==> src/rtl/rr_grant_encoder8.sv <==
// rr_grant_encoder8: round-robin 8-way arbiter driving a decoder's select/enable
// with bounded hold and a two-cycle break-before-make gap between grants.
module rr_grant_encoder8 #(
    parameter int HOLD_MAX = 4,
    parameter int CW       = 4
) (
    input  logic       clk,
    input  logic       rst,
    input  logic [7:0] req,
    input  logic       rel,
    output logic [2:0] w,
    output logic       en
);
    typedef enum logic [1:0] {IDLE, GRANT, GAP} state_t;
    state_t          state_q, state_d;
    logic [2:0]      ptr_q, ptr_d, w_q, w_d, pick;
    logic [CW-1:0]   cnt_q, cnt_d;
    logic            en_q, en_d, drop;
    // Scan from the far end so the set bit closest to ptr wins.
    always_comb begin
        pick = ptr_q;
        for (int i = 7; i >= 0; i--)
            if (req[ptr_q + 3'(i)]) pick = ptr_q + 3'(i);
    end
    assign drop = !req[w_q] || rel || (cnt_q == CW'(HOLD_MAX));
    always_comb begin
        state_d = state_q;
        ptr_d   = ptr_q;
        w_d     = w_q;
        cnt_d   = cnt_q;
        en_d    = en_q;
        case (state_q)
            IDLE: if (|req) begin
                state_d = GRANT;
                w_d     = pick;
                en_d    = 1'b1;
                cnt_d   = CW'(1);
            end
            GRANT: if (drop) begin
                state_d = GAP;
                en_d    = 1'b0;
                ptr_d   = w_q + 3'd1;
            end else begin
                cnt_d = cnt_q + CW'(1);
            end
            default: state_d = IDLE;
        endcase
    end
    always_ff @(posedge clk) begin
        if (rst) begin
            state_q <= IDLE;
            ptr_q   <= '0;
            w_q     <= '0;
            cnt_q   <= '0;
            en_q    <= 1'b0;
        end else begin
            state_q <= state_d;
            ptr_q   <= ptr_d;
            w_q     <= w_d;
            cnt_q   <= cnt_d;
            en_q    <= en_d;
        end
    end
    assign w  = w_q;
    assign en = en_q;
endmodule
==> config.mk <==
export PLATFORM = sky130hd
export DESIGN_NAME = rr_grant_encoder8
export DESIGN_NICKNAME = d
export VERILOG_FILES = /design/src/rtl/rr_grant_encoder8.sv
export SDC_FILE = /design/constraint.sdc
export NUM_CORES = 1
export LEC_CHECK = 0
export BUFFER_PORTS_ARGS = -buffer_cell sky130_fd_sc_hd__buf_2
export CAP_MARGIN = 20
export CORE_MARGIN = 2
export CORE_UTILIZATION = 50
export CTS_BUF_LIST = sky130_fd_sc_hd__clkbuf_16
export DETAILED_ROUTE_END_ITERATION = 8
export PLACE_DENSITY = 0.71
export SETUP_SLACK_MARGIN = 0.15
export SKIP_LAST_GASP = 1
export SYNTH_ARGS = -nofsm -noshare
export SYNTH_HDL_FRONTEND = slang
export SYNTH_SLANG_ARGS = --single-unit
==> constraint.sdc <==
create_clock -name clk -period 2.9 [get_ports clk]
set_input_delay 0.145 -clock clk [delete_from_list [all_inputs] [get_ports clk]]
set_output_delay 0.145 -clock clk [all_outputs]
set_load 0.03 [all_outputs]
Word-level counts from Yosys, hierarchy flattened
Cells that the tools add are included.
{"block": "totals", "regBits": 13, "in_bits": 11, "out_inout_bits": 4, "wordCells": 74}
{"block": "op_classes", "addsub": 9, "order_cmp": 9, "eq_ne": 5, "mux": 35, "n_reduce_logical": 11}
{"cell": "$lt A3 B4 Y1 const B", "n": 9}
{"cell": "$bmux W1 S3", "n": 9}
{"cell": "$mux W3", "n": 8}
{"cell": "$add A3 B3 Y3 const B", "n": 4}
{"cell": "$mux W1", "n": 11}
{"cell": "$mux W4", "n": 2}
{"cell": "$pmux W4 S2", "n": 1}
{"cell": "$reduce_or A8 Y1", "n": 1}
{"cell": "$add A3 B1 Y3 const B", "n": 2}
{"cell": "$add A3 B2 Y3 const B", "n": 2}
{"cell": "$ne A2 B2 Y1 const B", "n": 3}
{"cell": "$reduce_and A2 Y1", "n": 3}
{"cell": "$reduce_and A3 Y1", "n": 2}
{"cell": "$add A4 B1 Y4 const B", "n": 1}
{"cell": "$eq A4 B3 Y1 const B", "n": 1}
{"cell": "$mux W2", "n": 2}
{"cell": "$pmux W2 S2", "n": 1}
{"cell": "$eq A2 B1 Y1 const B", "n": 1}
{"cell": "$logic_not A2 Y1", "n": 1}
{"cell": "$logic_or A1 B1 Y1", "n": 2}
{"cell": "$pmux W1 S2", "n": 1}
{"cell": "$reduce_bool A2 Y1", "n": 1}
{"cell": "$logic_not A1 Y1", "n": 1}

Depth between registers and ports, before layout
{"block": "depth", "depth_word": 11, "depth_mapped": 12, "mapped_depth_nobuf": 8}

Worst setup path after synthesis
Ideal clock, no wire load.
{"block": "synth_timing", "path_kind": "register to register", "startpoint": "register ptr_q[1]", "endpoint": "register w_q[1] (netlist: w[1])", "setup_time_ns": 0.059, "t_arrival_ns": 2.796, "required_time_ns": 2.841, "path_slack_ns": 0.045, "path_stages_with_launch": 11, "path_buffers": 3, "synth_period_minus_slack_ns": 2.855, "path_cell_list": "dfxtp_1 > buf_2 > buf_2 > inv_1 > ha_1 > buf_6 > mux2_2 > mux4_2 > a2111o_1 > a211oi_2 > a22o_1"}
{"block": "synth_via", "elab_chain_len": 11, "elab_cells_between_ends": 31, "classes_between": "7 x add/sub; 24 x mux"}
{"item": "start, declared", "line": "16", "rtl": "logic [2:0] ptr_q, ptr_d, w_q, w_d, pick;"}
{"item": "start signal, assigned", "line": "58", "rtl": "ptr_q <= ptr_d;"}
{"item": "$add A3 B3 Y3", "line": "23", "rtl": "if (req[ptr_q + 3'(i)]) pick = ptr_q + 3'(i);"}
{"item": "$bmux W1 S3", "line": "23"}
{"item": "$mux W1 (implied by the code)", "line": "23"}
{"item": "$mux W3 (7 in series)", "line": "23"}
{"item": "$mux W3 (*)", "line": "23"}
{"item": "end signal, assigned", "line": "59", "rtl": "w_q <= w_d;"}
{"item": "end, declared", "line": "16"}
Mark *: on every way between the ends. The rest lies on a longest branch, timed or not. The select of a mux whose other input is x is not followed.
A chain may end at the register's enable or synchronous reset.

Worst setup path in the final report
Ends and elaborated chain as after synthesis.

==> flow_metrics.tcl <==
set metrics [dict create \
    numCtsBuffers 3 \
    syn_area_um2 1710 \
    synth_ff_type "dfxtp_1" \
    track_usage_pct 25.6 \
    area_delta_synth_final_pct 8.85 \
    min_path_type "in -> reg" \
    min_period_over_period_pct 89.0 \
    wl_per_cell_um 18.7 \
    crit_type "reg -> reg" \
    dp_cells 245 \
    io_pins 15 \
    setup_slack_ps 319 \
    grt_pass1_wl_mm 8.00 \
    most-common-layout-cells "nor2_1 (21), mux2i_1 (18), buf_2 (14)" \
    clock_skew_ps 2.19 \
    cp-start-kind "flop" \
    power-per-cell-area_nw_per_um2 840 \
    p_leak_nw 0.711 \
    drcViolationCount 0 \
    cts_root_buf "clkbuf_16" \
    drv_slew 0 \
    synth_cell_types 51 \
    cts_setup_buffers 0 \
    antenna_found_initial 0 \
    h-tree-depth 1 \
    drt_iter0_drc 136 \
    via_count 1652 \
    fillerInstances 331 \
    syn_avg_cell_area_um2 8.56 \
    drtPass1Iterations 5 \
    drive_gt1_share_pct 25.6 \
    max_freq_ghz 0.387 \
    grt_pass1_vias 1646 \
    crit_path_end_kind "flop" \
    cap_violations 0 \
    period_needed_ps 2580 \
    start_util_pct 51.7 \
    synth-xor-area-share_pct 3.07 \
    synth-compound-area-share_pct 18.6 \
    setup_tns_ps 0 \
    synth_seq_cells 13 \
    setup_viol 0 \
    clock_latency_ps 240 \
    post-place-ws_ps 258 \
    layoutNonFillerInstCount 249 \
    final_common_cell "nor2_1" \
    grt_overflow 0 \
    antennaDiodeCount 0 \
    total_power_mw 1.57 \
    crit_arrival_ps 2770 \
    ys_warn_count 0 \
    die_h_um 62.5 \
    die_area_um2 3910 \
    tightest_slew_ps 712 \
    critPathMaxStageDelay_ps 480 \
    die_w_um 62.5 \
    synth_top_family_by_area "multiplexers" \
    multi_input_area_um2 1330 \
    ys_seq_area_share_pct 15.2 \
    wl_mm 4.66 \
    reg2reg_setup_slack_ps 320 \
    ir_drop_mv 0.461 \
    worstPathCellList "inv_1, ha_2, mux2_2, mux4_2, a2111o_1, a211oi_2, a22o_1" \
    core_area_um2 3310 \
    ant_nets 0 \
    nets 220 \
    final_hold_viol_count 0 \
    synth_nets 216 \
    hpwl_mm 3.37 \
    synthSimpleGateAreaFrac_pct 18.8 \
    synthMuxAreaShare_pct 33.3 \
    syn-instance-count 200 \
    relSlewSlack_pct 52.5 \
    clk_pin_slew_ps 40 \
    critPathMaxFanout 11 \
    vias_per_cell 6.63 \
    cts.sink_count 13 \
    seq_area_um2 260 \
    row_count 21 \
    async_flop_share_pct 0 \
    whs_ps 266 \
    rsz0062_at_grt "no" \
    cp.required_ps 3090 \
    status "complete, no violations" \
    critPathSlowestCell "mux4_2" \
    grt_max_degree 28 \
    routabilityCongestion 0.942 \
    synth_edf_count 0 \
    clock_path_buffers 2 \
    synthAdderAreaFrac_pct 3.65 \
    port_buffers 14 \
    cts_tree "yes" \
]
[per-layer routing]
metal	wire (um)	track usage (%)	vias to the layer above	share of wire [%]
li1	-	-	764	-
met1	1980	32.1	809	43
met2	2190	42.5	69	47
met3	408	8.11	10	8.8
met4	75	6.94	0	1.6
met5	0	0	-	0
[flip-flops by register name (all words and copies together), names as in the netlist]
signal   count
w            3
ptr_q        3
state_q      2
cnt_q        4
en           1
[cell type report]
type                    instances  area share (%)
flip-flops and latches         13            14.0
clock inverters                 1           0.201
multi-input cells             159            71.3
clock buffers                   3            4.03
inverters                       8            1.61
well taps                      46            3.09
repair buffers                 19            5.78
[Yosys cell counts (all sizes together) (3+ instances only)]
cell / n / area, um^2
nand3: 3 / 15.0
xor2: 4 / 35.0
nor2: 21 / 78.8
nor4: 5 / 31.3
nand2: 13 / 48.8
ha: 5 / 62.6
buf: 9 / 53.8
mux2: 14 / 165
a221oi: 3 / 26.3
dfxtp: 13 / 260
inv: 8 / 30.0
nor3: 9 / 45.0
clkbuf: 11 / 41.3
a21oi: 6 / 30.0
mux4: 10 / 225
nor2b: 3 / 18.8
a211oi: 7 / 62.6
mux2i: 18 / 180
[through the flow]
step / area, um^2 / utilization, %
after floorplan: 1720 / -
after global placement: 1780 / 53.8
after detailed placement: 1780 / 53.8
after CTS: 1860 / 56.2
after global routing: 1860 / 56.3
final: 1860 / 56.3
[what timing repair did]
| item | in CTS | in global routing |
|---|---|---|
| hold buffers | 0 | 0 |
| gates resized for setup | 0 | 1 |
| endpoints found under the setup margin | 0 | 1 |
[cells by family (layout without fill, tap and decap cells)]
group | after synthesis | count (layout)
muxes | 42 | 42
and+or+nand+nor | 66 | 66
buffers and inverters | 28 | 31
DFF | 13 | 13
adders and majority gates | 5 | 5
AOI/OAI and AO/OA | 40 | 40
xor gates and xnor gates | 6 | 6
[path summary, 6_finish.rpt]
path / from / to / depth (start not counted)
max: ptr_q[1] / w[1] / 7
min: rst / ptr_q[0] / 2
max reg2reg: ptr_q[1] / w[1] / 7
min reg2reg: en / en / 2
[critical path: cells and delay by family, from the launching register on]
| kind | cells | cell delay, ps |
|---|---|---|
| mux | 2 | 880 |
| fa+ha+maj | 1 | 470 |
| flops | 1 | 320 |
| compound gates | 3 | 800 |
| buf+inv | 1 | 60 |
[report_power, final]
group | total, mW | switching [mW] | internal, mW
logic | 1.03 | 0.574 | 0.456
clock network | 0.256 | 0.0749 | 0.182
registers | 0.279 | 0.0615 | 0.217
total | 1.57 | 0.710 | 0.855
(Power assumes the default switching activity.)
